--- src/rtl/baud_gen_frac.sv ---
// Fractional UART baud generator: one shared divider drives an oversample tick, a TX bit enable and a re-phasable RX mid-bit strobe.
// Latency: first os_tick is registered div_int edges after en is first sampled high; every output is a registered one-cycle pulse.
// Backpressure: none; free-running pulse source. Divisor changes are shadowed and only applied at a TX bit boundary.
module baud_gen_frac #(
  parameter int DIV_W  = 16,
  parameter int FRAC_W = 4,
  parameter int OSR    = 16
) (
  input  logic              clk,
  input  logic              rstn,
  input  logic              en,
  input  logic [DIV_W-1:0]  div_int,
  input  logic [FRAC_W-1:0] div_frac,
  input  logic              rx_resync,
  output logic              os_tick,
  output logic              tx_enb,
  output logic              rx_enb,
  output logic              cfg_err
);

  localparam int PH_W = $clog2(OSR);
  localparam logic [PH_W-1:0]  PH_LAST   = PH_W'(OSR - 1);
  localparam logic [PH_W-1:0]  PH_MID_M1 = PH_W'(OSR / 2 - 1);
  localparam logic [DIV_W-1:0] DIV_MIN   = DIV_W'(2);

  // run_q marks that en was already high on the previous edge; the edge that
  // first sees en=1 only arms the divider, so the first tick lands div_int
  // edges later rather than div_int-1.
  logic              run_q, run_d;
  logic [DIV_W-1:0]  cnt_q, cnt_d;
  logic [FRAC_W-1:0] acc_q, acc_d;
  logic              carry_q, carry_d;
  logic [PH_W-1:0]   tx_ph_q, tx_ph_d;
  logic [PH_W-1:0]   rx_ph_q, rx_ph_d;
  logic [DIV_W-1:0]  div_q, div_d;
  logic [FRAC_W-1:0] frac_q, frac_d;
  logic              os_tick_q, os_tick_d;
  logic              tx_enb_q, tx_enb_d;
  logic              rx_enb_q, rx_enb_d;
  logic              cfg_err_q, cfg_err_d;

  logic              in_err;
  logic [DIV_W-1:0]  div_clamp;
  logic [DIV_W-1:0]  len_m1;
  logic [FRAC_W:0]   acc_sum;
  logic              period_end;

  // The shadow holds an already-clamped divisor, so div_q >= 2 and
  // div_q - 1 + carry never exceeds 2^DIV_W - 1: no counter overflow.
  assign in_err     = (div_int < DIV_MIN);
  assign div_clamp  = in_err ? DIV_MIN : div_int;
  assign len_m1     = div_q - DIV_W'(1) + DIV_W'(carry_q);
  assign acc_sum    = {1'b0, acc_q} + {1'b0, frac_q};
  assign period_end = run_q && (cnt_q == len_m1);

  // Next-state: divider, fractional accumulator, TX/RX phases, shadow config and pulses.
  always_comb begin
    run_d     = en;
    cnt_d     = cnt_q;
    acc_d     = acc_q;
    carry_d   = carry_q;
    tx_ph_d   = tx_ph_q;
    rx_ph_d   = rx_ph_q;
    div_d     = div_q;
    frac_d    = frac_q;
    cfg_err_d = cfg_err_q;
    os_tick_d = 1'b0;
    tx_enb_d  = 1'b0;
    rx_enb_d  = 1'b0;

    if (!en) begin
      // Idle: everything parked at zero, shadow tracks the ports.
      cnt_d     = '0;
      acc_d     = '0;
      carry_d   = 1'b0;
      tx_ph_d   = '0;
      rx_ph_d   = '0;
      div_d     = div_clamp;
      frac_d    = div_frac;
      cfg_err_d = in_err;
    end else if (period_end) begin
      cnt_d              = '0;
      {carry_d, acc_d}   = acc_sum;
      os_tick_d          = 1'b1;
      if (tx_ph_q == PH_LAST) begin
        // Bit boundary: the only point where a running generator picks up new config.
        tx_ph_d   = '0;
        tx_enb_d  = 1'b1;
        div_d     = div_clamp;
        frac_d    = div_frac;
        cfg_err_d = in_err;
      end else begin
        tx_ph_d = tx_ph_q + PH_W'(1);
      end
      rx_ph_d  = (rx_ph_q == PH_LAST) ? '0 : rx_ph_q + PH_W'(1);
      rx_enb_d = (rx_ph_q == PH_MID_M1);
    end else if (run_q) begin
      cnt_d = cnt_q + DIV_W'(1);
    end

    // A start-bit edge re-phases RX only; it wins over a coincident tick.
    if (rx_resync) begin
      rx_ph_d  = '0;
      rx_enb_d = 1'b0;
    end
  end

  // State register with synchronous active-low reset; reset reloads the shadow from the ports.
  always_ff @(posedge clk) begin
    if (!rstn) begin
      run_q     <= 1'b0;
      cnt_q     <= '0;
      acc_q     <= '0;
      carry_q   <= 1'b0;
      tx_ph_q   <= '0;
      rx_ph_q   <= '0;
      div_q     <= div_clamp;
      frac_q    <= div_frac;
      os_tick_q <= 1'b0;
      tx_enb_q  <= 1'b0;
      rx_enb_q  <= 1'b0;
      cfg_err_q <= 1'b0;
    end else begin
      run_q     <= run_d;
      cnt_q     <= cnt_d;
      acc_q     <= acc_d;
      carry_q   <= carry_d;
      tx_ph_q   <= tx_ph_d;
      rx_ph_q   <= rx_ph_d;
      div_q     <= div_d;
      frac_q    <= frac_d;
      os_tick_q <= os_tick_d;
      tx_enb_q  <= tx_enb_d;
      rx_enb_q  <= rx_enb_d;
      cfg_err_q <= cfg_err_d;
    end
  end

  assign os_tick = os_tick_q;
  assign tx_enb  = tx_enb_q;
  assign rx_enb  = rx_enb_q;
  assign cfg_err = cfg_err_q;

endmodule
--- config.mk ---
export PLATFORM = sky130hd
export DESIGN_NAME = baud_gen_frac
export DESIGN_NICKNAME = d
export VERILOG_FILES = /design/src/rtl/baud_gen_frac.sv
export SDC_FILE = /design/constraint.sdc
export NUM_CORES = 1
export LEC_CHECK = 0
export ABC_CLOCK_PERIOD_IN_PS = 5720
export BUFFER_PORTS_ARGS = -buffer_cell sky130_fd_sc_hd__clkbuf_2
export CAP_MARGIN = 10
export CORE_MARGIN = 3
export CORE_UTILIZATION = 40
export DETAILED_ROUTE_END_ITERATION = 12
export GPL_ROUTABILITY_DRIVEN = 0
export GPL_TIMING_DRIVEN = 0
export MAX_ROUTING_LAYER = met4
export PLACE_DENSITY = 0.68
export SYNTH_ARGS = -nofsm -noshare
export SYNTH_HDL_FRONTEND = slang
export SYNTH_SLANG_ARGS = --single-unit
--- constraint.sdc ---
create_clock -name clk -period 5.72 [get_ports clk]
set_clock_uncertainty 0.05 [all_clocks]
set_input_delay 1.144 -clock clk [delete_from_list [all_inputs] [get_ports clk]]
set_output_delay 1.144 -clock clk [all_outputs]
set_load 0.02 [all_outputs]
==> qor.txt, run 1 <==
CLOCK TREE
------------------------------------------------------------------------------
Clock slew at reported path FFs .................................      0.09 ns
Clock insertion delay at the later pin of the skew report .......      0.31 ns
TritonCTS clock tree ............................................          yes
H-tree depth ....................................................            2
Num Clock Sinks .................................................           54
Number of buffers added for setup after CTS .....................            0
Root Driver ..................................................... sky130_fd_sc_hd__clkbuf_8
CTS Buffer Depth ................................................            2
Total clock buffers created by CTS ..............................            5
Cells resized by post-CTS repair ................................            0
Count of hold-fix buffers inserted at cts .......................            0

PWR
------------------------------------------------------------------------------
Max IR drop VDD .................................................     0.108 mV
PD cells ........................................................  213 nW/um^2
Total leakage power .............................................   0.00119 uW

GLOBAL ROUTING
------------------------------------------------------------------------------
Maximum number of pins on one net before global-route repair ....           21
Number of global-route vias before repair .......................         2129
Antenna violations before repair ................................            0
Total overflow reported by the global router ....................            0
All-layer global routing usage ..................................        0.152
Global-route wire length before repair ..........................      9.98 mm

SETUP PATH
------------------------------------------------------------------------------
Data arrival time at the worst-slack endpoint ...................      3.61 ns
Worst reg2reg setup slack .......................................      2.07 ns
Required @ worst endpoint .......................................      5.68 ns
Worst reg2reg path endpoint ..................................... div_q[5]$_SDFFCE_PP0P_
Worst setup SP type .............................................     register
Worst reg2reg path depth ........................................           10
Biggest fanout along the worst timing path ......................           20
Worst reg2reg path startpoint ................................... div_q[0]$_SDFFCE_PP0P_
Category of the critical setup timing path ......................   reg -> reg
Kind of end point of the critical path ..........................     register

FLOORPLANNING
------------------------------------------------------------------------------
Horizontal extent of the die .................................... 91.1 microns
Effective utilization at floorplan ..............................        0.419
Die span in y ................................................... 91.1 microns
I/O pin total ...................................................           28
Die Outline Area ................................................   8290 sq um
Placeable core area .............................................   6910 sq um
Core Rows .......................................................           30

YOSYS
------------------------------------------------------------------------------
Number of synthesis warnings ....................................            0
Part of the Yosys area used for sequential elements .............        0.443
Share of the synthesized area in the top cell type ..............        0.235
Number of instances in the synthesized netlist ..................          307
Simple-gate area share of the yosys netlist .....................        0.231
Top cell type by total area after synthesis ..................... sky130_fd_sc_hd__dfxtp_1
Count of distinct cell types in the synthesized netlist .........           50
Most frequently used flop master after synthesis ................ sky130_fd_sc_hd__dfxtp_1
Number of nets produced by synthesis ............................          341
Synthesized-area fraction occupied by adder cells ...............       0.0458
Post-synthesis mux area share ...................................       0.0182
Xor and xnor area share after synthesis .........................        0.109
Dominant combinational cell family by area after synthesis ...... simple AND/OR/NAND/NOR gates
Summed instance area of the synthesized netlist .................   2900 sq um
Synth cell count leaders ........................................ 34 x sky130_fd_sc_hd__dfxtp_1, 30 x sky130_fd_sc_hd__nor2_1, 20 x sky130_fd_sc_hd__edfxtp_1
Number of flops mapped to enable cells by yosys .................           20
Cell types with the largest area share after synthesis .......... sky130_fd_sc_hd__dfxtp_1 24%, sky130_fd_sc_hd__edfxtp_1 21%, sky130_fd_sc_hd__xnor2_1 5.7%
Post-Syn Area per Cell ..........................................   9.43 sq um
Share of the synthesized area in compound gates (AO/OA/AOI/OAI) .        0.108
Dominant cell by count in the synthesized netlist ............... sky130_fd_sc_hd__dfxtp_1
Flops & latches, synth ..........................................           54
Fraction of registers with async set/reset ......................            0

TIMING
------------------------------------------------------------------------------
Setup repair after global routing missed its margin .............           no
Share of the clock period used by the worst path ................        0.638
Timing-limited maximum frequency ................................      274 MHz
Actual slew at the worst max-slew pin ...........................     0.755 ns
Count of final setup violators ..................................            0
Setup_tns .......................................................         0 ns
Period minus WS final ...........................................      3.65 ns
Final Max Tran Viols ............................................            0
Final hold violations ...........................................            0
Worst slew margin relative to its limit .........................        0.489

HOLD PATH
------------------------------------------------------------------------------
HP Class ........................................................   reg -> reg
End point of the most critical hold path ........................ acc_q[0]$_SDFFE_PN0P_
Hold path startpoint ............................................ acc_q[0]$_SDFFE_PN0P_
Worst hold path depth ...........................................            2

PLACED DESIGN
------------------------------------------------------------------------------
Placed wire-length estimate .....................................      4.36 mm
Count of buffers inserted at the top-level ports ................           27

DRT
------------------------------------------------------------------------------
Final routed wire length divided by cell count .................. 13.1 microns
Sum of routed wire length over all layers .......................      5.76 mm
# DRC ...........................................................            0
Final antenna-violating net count ...............................            0
Router iterations before antenna repair .........................            4
Iter 0 DRT Violations ...........................................          122
Count of vias placed by the detailed router .....................         2270
Ratio of routed vias to standard cells ..........................         5.17

FINAL LAYOUT
------------------------------------------------------------------------------
Synthesis-to-finish area growth .................................        12.6%
Share of cells above drive strength 1 ...........................        0.143
Number of inserted diodes .......................................            0
Final core occ ..................................................        0.472
Layout net count ................................................          376
Filler cell count in the final layout ...........................          701

RUN STATUS
------------------------------------------------------------------------------
Status .......................................................... finished, final reports clean

FLOW RUN
------------------------------------------------------------------------------
Max-cap check violation count ...................................            0

==> per-stage QoR <==
stage          hold slack [ns]  total power [uW]  setup WS [ns]  std cells  area [sq um]
5_1_grt                  0.449               726           1.78        439          3260
3_3_place_gp             0.414               486          0.318        430          3150
2_1_floorplan            0.396               467           1.41        307          2900
3_5_place_dp             0.423               489           2.08        431          3170
6_report                 0.433               696           2.07        439          3260
4_1_cts                  0.437               703           2.07        439          3260
==> worst max-delay path by stage <==
stage	from	endpoint	slack, ns	cells past startpoint
final	div_q[0]$_SDFFCE_PP0P_	div_q[5]$_SDFFCE_PP0P_	2.07	10
after detailed placement	div_q[0]$_SDFFCE_PP0P_	div_q[13]$_SDFFCE_PP0P_	2.08	10
after CTS	div_q[0]$_SDFFCE_PP0P_	div_q[5]$_SDFFCE_PP0P_	2.07	10
after global placement	div_q[0]$_SDFFCE_PP0P_	div_q[15]$_SDFFCE_PP0P_	0.32	9
after floorplan	div_q[0]$_SDFFCE_PP0P_	div_q[0]$_SDFFCE_PP0P_	1.41	9
after global routing	div_q[0]$_SDFFCE_PP0P_	div_q[15]$_SDFFCE_PP0P_	1.78	10
==> power breakdown <==
group          switching [uW]  internal (uW)
Sequential               9.68            410
Combinational            33.8           27.0
Clock                     117           97.9
==> logic make-up (layout without fill, tap and decap cells) <==
group	after synthesis	after routing
AND/OR/NAND/NOR	119	119
adder cells (fa/ha/maj)	10	10
AO/OA/AOI/OAI	49	49
XOR/XNOR	36	36
multiplexers	5	5
buffers and inverters	34	70
flip-flops	54	54
==> placed cells by master, fill, tap and decap left out, drive strengths merged, types with 2 or more instances in the layout <==
cell,n
xor2,17
a31oi,2
xnor2,19
o31ai,2
ha,9
a21oi,16
nor4,11
edfxtp,20
or4,4
nor4b,2
inv,12
o311ai,2
nand3,17
nand2,16
nand4b,2
mux2,2
nor2b,2
nand2b,4
nor2,30
nand3b,2
a21o,3
o21ai,14
mux2i,3
buf,3
nor3,6
clkbuf,54
and3,7
dfxtp,34
nor3b,2
and2,3
nand4,7
a211oi,2
==> routing by layer <==
layer,up-vias,part of all wire,GRT usage
met2,41,0.48,0.244
met5,-,0,-
met3,4,0.037,0.0307
li1,1164,-,-
met4,0,0.0080,0.0553
met1,1061,0.47,0.191
==> final cells by class <==
cell class	instances	area [sq um]	area share
clock inverter	1	5.00	0.00153
buffer	22	86.3	0.0265
tap	96	120	0.0368
sequential	54	1280	0.393
clock buffer	7	86.3	0.0265
inverter	12	45.0	0.0138
multi-input combinational	219	1490	0.456
timing repair buffer	28	150	0.0460
==> flip-flops by register name (all words and copies together) (netlist names) <==
name     cells
cnt_q       16
div_q       16
acc_q        4
frac_q       4
rx_ph_q      4
tx_ph_q      4
carry_q      1
cfg_err      1
os_tick      1
run_q        1
rx_enb       1
tx_enb       1
==> worst max-delay path, stage by stage (launching register included) <==
cell	delay [ns]
sky130_fd_sc_hd__edfxtp_1	0.37
sky130_fd_sc_hd__inv_1	0.06
sky130_fd_sc_hd__ha_1	0.19
sky130_fd_sc_hd__ha_1	0.19
sky130_fd_sc_hd__nor3b_2	0.55
sky130_fd_sc_hd__a31oi_1	0.16
sky130_fd_sc_hd__o311ai_1	0.66
sky130_fd_sc_hd__o2111a_1	0.52
sky130_fd_sc_hd__nand2_1	0.21
sky130_fd_sc_hd__o21ai_2	0.19
sky130_fd_sc_hd__buf_8	0.20
Note: power is estimated with default switching activity, not from simulation.
==> run 2: changes to the inputs <==
--- a/config.mk
+++ b/config.mk
@@ -5,7 +5,7 @@
 export SDC_FILE = /design/constraint.sdc
 export NUM_CORES = 1
 export LEC_CHECK = 0
-export ABC_CLOCK_PERIOD_IN_PS = 5720
+export ABC_CLOCK_PERIOD_IN_PS = 3700
 export BUFFER_PORTS_ARGS = -buffer_cell sky130_fd_sc_hd__clkbuf_2
 export CAP_MARGIN = 10
 export CORE_MARGIN = 3
==> constraint.sdc (replaced) <==
create_clock -name clk -period 3.7 [get_ports clk]
set_clock_uncertainty 0.05 [all_clocks]
set_input_delay 0.74 -clock clk [delete_from_list [all_inputs] [get_ports clk]]
set_output_delay 0.74 -clock clk [all_outputs]
set_load 0.02 [all_outputs]
==> qor.txt, run 2 (synthesized netlist as in run 1, its figures left out) <==
DRT
---------------------------------------------------------------------------
Router iterations before antenna repair ......................            4
Final routed wire length divided by cell count ............... 13.6 microns
Iter 0 DRT Violations ........................................          166
Count of vias placed by the detailed router ..................         2289
Ratio of routed vias to standard cells .......................         5.18
# DRC ........................................................            0
Sum of routed wire length over all layers ....................      6.00 mm
Final antenna-violating net count ............................            0

FLOORPLANNING
---------------------------------------------------------------------------
Placeable core area ..........................................   6910 sq um
Horizontal extent of the die ................................. 91.1 microns
Core Rows ....................................................           30
I/O pin total ................................................           28
Die span in y ................................................ 91.1 microns
Die Outline Area .............................................   8290 sq um
Effective utilization at floorplan ...........................        0.419

TIMING
---------------------------------------------------------------------------
Final Max Tran Viols .........................................            0
Count of final setup violators ...............................            0
Worst slew margin relative to its limit ......................        0.586
Actual slew at the worst max-slew pin ........................     0.612 ns
Final hold violations ........................................            0
Timing-limited maximum frequency .............................      288 MHz
Period minus WS final ........................................      3.48 ns
Worst Hold Margin ............................................     0.436 ns
Share of the clock period used by the worst path .............        0.940

FINAL LAYOUT
---------------------------------------------------------------------------
Number of inserted diodes ....................................            0
Commonest non-fill, non-tap cell in the layout ............... sky130_fd_sc_hd__dfxtp_1
Post-Layout Cell Count .......................................          442
Largest registers ............................................ cnt_q: 16 flops, div_q: 16 flops
Final core occ ...............................................        0.481
Final instance area ..........................................   3320 sq um
Share of cells above drive strength 1 ........................        0.147
Synthesis-to-finish area growth ..............................        14.6%
Most frequent cells in the layout ............................ 34 x sky130_fd_sc_hd__dfxtp_1, 30 x sky130_fd_sc_hd__nor2_1, 28 x sky130_fd_sc_hd__clkbuf_2, 21 x sky130_fd_sc_hd__clkbuf_1, 20 x sky130_fd_sc_hd__edfxtp_1
Layout net count .............................................          379

SETUP PATH
---------------------------------------------------------------------------
Category of the critical setup timing path ...................   reg -> reg
Worst reg2reg path endpoint .................................. div_q[13]$_SDFFCE_PP0P_
Worst setup SP type ..........................................     register
Critical path's slowest cell ................................. sky130_fd_sc_hd__o2111a_1
Worst reg2reg path depth .....................................           12
Most frequent cell on the critical path ...................... sky130_fd_sc_hd__ha_1
CP max stage delay ...........................................      0.48 ns
Kind of end point of the critical path .......................     register
Worst reg2reg setup slack ....................................      0.22 ns
Required @ worst endpoint ....................................      3.68 ns
Worst reg2reg path startpoint ................................ div_q[0]$_SDFFCE_PP0P_
Biggest fanout along the worst timing path ...................           10
Cells traversed along the worst timing path .................. inv_1 -> ha_1 -> ha_1 -> nor3b_4 -> buf_4 -> nand4_1 -> mux2_2 -> o311ai_2 -> o2111a_1 -> nand2_1 -> o21ai_4 -> buf_12
Data arrival time at the worst-slack endpoint ................      3.46 ns

FLOW RUN
---------------------------------------------------------------------------
Max-cap check violation count ................................            0

CLOCK TREE
---------------------------------------------------------------------------
Root Driver .................................................. sky130_fd_sc_hd__clkbuf_8
CTS Buffer Depth .............................................            2
Total clock buffers created by CTS ...........................            5
TritonCTS clock tree .........................................          yes
Clock insertion delay at the later pin of the skew report ....      0.31 ns
H-tree depth .................................................            2
Num Clock Sinks ..............................................           54
Clock slew at reported path FFs ..............................      0.09 ns
Count of hold-fix buffers inserted at cts ....................            0

PWR
---------------------------------------------------------------------------
Max IR drop VDD ..............................................     0.159 mV
PD cells .....................................................  321 nW/um^2
Total leakage power ..........................................   0.00121 uW

GLOBAL ROUTING
---------------------------------------------------------------------------
Number of global-route vias before repair ....................         2169
Maximum number of pins on one net before global-route repair .           16
Global-route wire length before repair .......................      10.2 mm
Total overflow reported by the global router .................            0
Antenna violations before repair .............................            0
All-layer global routing usage ...............................        0.154

HOLD PATH
---------------------------------------------------------------------------
End point of the most critical hold path ..................... acc_q[0]$_SDFFE_PN0P_
Hold path startpoint ......................................... acc_q[0]$_SDFFE_PN0P_
HP Class .....................................................   reg -> reg
Worst hold path depth ........................................            2

PLACED DESIGN
---------------------------------------------------------------------------
Count of buffers inserted at the top-level ports .............           27
Count of placed standard cells including taps ................          430
Placement Cell Area ..........................................   3150 sq um
Placed wire-length estimate ..................................      4.22 mm

RUN STATUS
---------------------------------------------------------------------------
Status ....................................................... finished, final reports clean

## run 2: cell count changes in the layout (fill, tap and decap cells not counted), sizes merged
cell / before / now
buf: 3 / 5
clkinv: 1 / 0
inv: 12 / 13
o21ai: 14 / 15
## run 2: repair_timing
item                                    in CTS  in global routing
endpoints found under the setup margin      20                 20
resized for setup                            4                  0
pin swaps                                    1                  2
gates cloned                                 1                  0
endpoints found under the hold margin        0                  0
buffers inserted                             0                  3
## run 2: how the worst max path moves through the flow
stage | start | cells past startpoint | slack [ns] | endpoint
4_1_cts | div_q[0]$_SDFFCE_PP0P_ | 11 | 0.07 | div_q[13]$_SDFFCE_PP0P_
3_5_place_dp | div_q[0]$_SDFFCE_PP0P_ | 9 | -0.51 | div_q[13]$_SDFFCE_PP0P_
5_1_grt | div_q[0]$_SDFFCE_PP0P_ | 12 | -0.02 | div_q[3]$_SDFFCE_PP0P_
3_3_place_gp | div_q[0]$_SDFFCE_PP0P_ | 9 | -0.39 | div_q[15]$_SDFFCE_PP0P_
6_report | div_q[0]$_SDFFCE_PP0P_ | 12 | 0.22 | div_q[13]$_SDFFCE_PP0P_
2_1_floorplan | div_q[0]$_SDFFCE_PP0P_ | 9 | 0.30 | div_q[0]$_SDFFCE_PP0P_
## run 2: power breakdown
part,leakage (uW),total (uW),internal (uW),switching [uW]
sequential,0.000478,649,633,16.0
clock,0.0000436,316,132,184
combinational,0.000686,101,46.5,54.8
total,0.00121,1070,812,255
## run 2: final cells by class
class                           count  area [sq um]
Inverter                           12          45.0
Clock inverter                      1          3.75
Tap cell                           96           120
Clock buffer                        7          76.3
Sequential cell                    54          1280
Multi-Input combinational cell    220          1520
Timing Repair Buffer               30           183
Fill cell                         666          3590
Buffer                             22          86.3
## run 2: stage by stage
stage          setup TNS, ns  total power [uW]  setup WS [ns]
2_1_floorplan              0               721          0.300
3_3_place_gp           -7.78               751         -0.390
3_5_place_dp          -10.15               754         -0.509
4_1_cts                    0              1070         0.0680
5_1_grt               -0.340              1110        -0.0201
6_report                   0              1070          0.223
## run 2: per-layer routing
layer | track usage | wire [microns] | vias to the layer above
li1 | - | - | 1163
met1 | 0.207 | 2850 | 1075
met2 | 0.235 | 2840 | 42
met3 | 0.0282 | 221 | 9
met4 | 0.0515 | 99 | 0
met5 | - | 0 | -
## run 2: worst max-delay path: cells and delay by family, from the launching register on
family	cells	cell delay, ns
AOI/OAI and AO/OA	3	0.84
adders and majority gates	2	0.41
buffers and inverters	3	0.41
DFF	1	0.38
muxes	1	0.32
and+or+nand+nor	3	0.76
==> run 3: changes to the inputs <==
--- a/config.mk
+++ b/config.mk
@@ -14,7 +14,8 @@
 export GPL_ROUTABILITY_DRIVEN = 0
 export GPL_TIMING_DRIVEN = 0
 export MAX_ROUTING_LAYER = met4
-export PLACE_DENSITY = 0.68
+export PLACE_DENSITY = 0.63
 export SYNTH_ARGS = -nofsm -noshare
 export SYNTH_HDL_FRONTEND = slang
 export SYNTH_SLANG_ARGS = --single-unit
+export TNS_END_PERCENT = 100
==> qor.txt, run 3 (synthesized netlist as in run 1, its figures left out) <==
CLOCK TREE
---------------------------------------------------------------------------
Clock slew at reported path FFs ..............................      0.09 ns
H-tree depth .................................................            2
Clock insertion delay at the later pin of the skew report ....      0.31 ns
Root Driver .................................................. sky130_fd_sc_hd__clkbuf_8
TritonCTS clock tree .........................................          yes
Total clock buffers created by CTS ...........................            5
Num Clock Sinks ..............................................           54
CTS Buffer Depth .............................................            2
Count of hold-fix buffers inserted at cts ....................            0

SETUP PATH
---------------------------------------------------------------------------
Bufs and invs on worst path ..................................            3
Kind of end point of the critical path .......................     register
Category of the critical setup timing path ...................   reg -> reg
Worst setup SP type ..........................................     register
Worst reg2reg path depth .....................................           12
Worst reg2reg path startpoint ................................ div_q[0]$_SDFFCE_PP0P_
CP max stage delay ...........................................      0.46 ns
Cells traversed along the worst timing path .................. inv_1 -> ha_1 -> ha_1 -> nor3b_4 -> buf_4 -> nand4_1 -> mux2_2 -> o311ai_2 -> o2111a_1 -> nand2_1 -> o21ai_4 -> buf_12
Destination of the critical timing path ...................... div_q[5]$_SDFFCE_PP0P_
Worst path depth .............................................           12
Critical path's slowest cell ................................. sky130_fd_sc_hd__o2111a_1
Worst reg2reg path endpoint .................................. div_q[5]$_SDFFCE_PP0P_
Worst reg2reg setup slack ....................................      0.29 ns
Launch point of the worst path ............................... div_q[0]$_SDFFCE_PP0P_
Data arrival time at the worst-slack endpoint ................      3.38 ns
Worst path top cell family by delay .......................... compound AO/OA/AOI/OAI gates
Most frequent cell on the critical path ...................... sky130_fd_sc_hd__ha_1
Required @ worst endpoint ....................................      3.67 ns
Biggest fanout along the worst timing path ...................            9

FINAL LAYOUT
---------------------------------------------------------------------------
Largest registers ............................................ cnt_q: 16 flops, div_q: 16 flops
Layout net count .............................................          380
Share of cells above drive strength 1 ........................        0.159
Most frequent cells in the layout ............................ 34 x sky130_fd_sc_hd__dfxtp_1, 30 x sky130_fd_sc_hd__nor2_1, 28 x sky130_fd_sc_hd__clkbuf_2, 20 x sky130_fd_sc_hd__edfxtp_1
Number of inserted diodes ....................................            0
Synthesis-to-finish area growth ..............................        15.3%
Filler cell count in the final layout ........................          684
Commonest non-fill, non-tap cell in the layout ............... sky130_fd_sc_hd__dfxtp_1

DRT
---------------------------------------------------------------------------
Ratio of routed vias to standard cells .......................         5.24
Final routed wire length divided by cell count ............... 13.9 microns
Iter 0 DRT Violations ........................................           83
Count of vias placed by the detailed router ..................         2322
Router iterations before antenna repair ......................            4
Sum of routed wire length over all layers ....................      6.17 mm
# DRC ........................................................            0
Final antenna-violating net count ............................            0

GLOBAL ROUTING
---------------------------------------------------------------------------
Global-route wire length before repair .......................      10.5 mm
All-layer global routing usage ...............................        0.158
Antenna violations before repair .............................            0
Number of global-route vias before repair ....................         2287
Maximum number of pins on one net before global-route repair .           18
Total overflow reported by the global router .................            0

TIMING
---------------------------------------------------------------------------
Count of final setup violators ...............................            0
Final Max Tran Viols .........................................            0
Timing-limited maximum frequency .............................      294 MHz
Worst Hold Margin ............................................     0.433 ns
Setup_tns ....................................................         0 ns
Share of the clock period used by the worst path .............        0.921
Period minus WS final ........................................      3.41 ns
Setup repair after global routing missed its margin ..........           no
Worst slew margin relative to its limit ......................        0.607
Actual slew at the worst max-slew pin ........................     0.584 ns
Final hold violations ........................................            0

FLOORPLANNING
---------------------------------------------------------------------------
Effective utilization at floorplan ...........................        0.419
I/O pin total ................................................           28
Die Outline Area .............................................   8290 sq um
Core Rows ....................................................           30
Die span in y ................................................ 91.1 microns
Placeable core area ..........................................   6910 sq um
Horizontal extent of the die ................................. 91.1 microns

PWR
---------------------------------------------------------------------------
PD cells .....................................................  324 nW/um^2
Total leakage power ..........................................   0.00122 uW
Total power draw .............................................      1080 uW
Max IR drop VDD ..............................................     0.177 mV

FLOW RUN
---------------------------------------------------------------------------
Max-cap check violation count ................................            0

PLACED DESIGN
---------------------------------------------------------------------------
Placed wire-length estimate ..................................      4.63 mm
Count of buffers inserted at the top-level ports .............           27

RUN STATUS
---------------------------------------------------------------------------
Status ....................................................... finished, final reports clean

HOLD PATH
---------------------------------------------------------------------------
HP Class .....................................................   reg -> reg
Hold path startpoint ......................................... carry_q$_SDFFE_PN0P_

-- run 3: cell count changes in the layout (fill, tap and decap cells not counted), sizes merged --
cell,before,now
buf,5,7
clkbuf,54,52
clkinv,0,1
-- run 3: timing repair --
action,in CTS,in global routing
setup endpoints to repair,20,20
endpoints found under the hold margin,0,0
setup buffers,0,5
gates resized for setup,4,1
pin swaps,1,2
gates cloned,1,0
-- run 3: layout make-up --
class | instances | area, sq um | area share
clock inverter | 2 | 13.8 | 0.00412
multi-input combinational | 220 | 1520 | 0.457
sequential | 54 | 1280 | 0.384
clock buffer | 6 | 72.6 | 0.0217
inverter | 12 | 45.0 | 0.0135
tap | 96 | 120 | 0.0360
timing repair buffer | 32 | 198 | 0.0592
buffer | 21 | 82.6 | 0.0247
-- run 3: where the power goes --
part           switching (uW)  internal (uW)  total [uW]
combinational            56.0           47.1         103
clock                     192            135         328
sequential               16.0            633         650
total                     264            816        1080
-- run 3: routing by layer --
metal	vias up	global-route usage	share of wire
met2	25	0.286	0.51
met5	-	-	0
met1	1121	0.187	0.46
met3	4	0.0265	0.022
met4	0	0.0251	0.0050
li1	1172	-	-
-- run 3: worst min-delay path by stage --
| stage | end | slack (ns) | depth (start not counted) |
|---|---|---|---|
| finish | carry_q$_SDFFE_PN0P_ | 0.43 | 2 |
| global route | acc_q[3]$_SDFFE_PN0P_ | 0.47 | 2 |
| CTS | carry_q$_SDFFE_PN0P_ | 0.44 | 2 |
| detailed placement | carry_q$_SDFFE_PN0P_ | 0.43 | 2 |
| global placement | acc_q[3]$_SDFFE_PN0P_ | 0.42 | 2 |
| floorplan | carry_q$_SDFFE_PN0P_ | 0.40 | 2 |
-- run 3: worst min-delay path: cells and delay by family (launching register included) --
family | cells | cell delay (ns)
flops | 1 | 0.31
buf+inv | 1 | 0.07
compound gates | 1 | 0.06
-- run 3: stage by stage --
stage	utilization	worst slack, ns	instance area [sq um]	std cells
finish	0.483	0.294	3340	443
global route	0.483	0.0406	3340	443
CTS	0.475	0.0246	3280	439
detailed placement	0.457	-0.511	3150	430
global placement	0.457	-0.453	3150	430
floorplan	-	0.300	2900	307
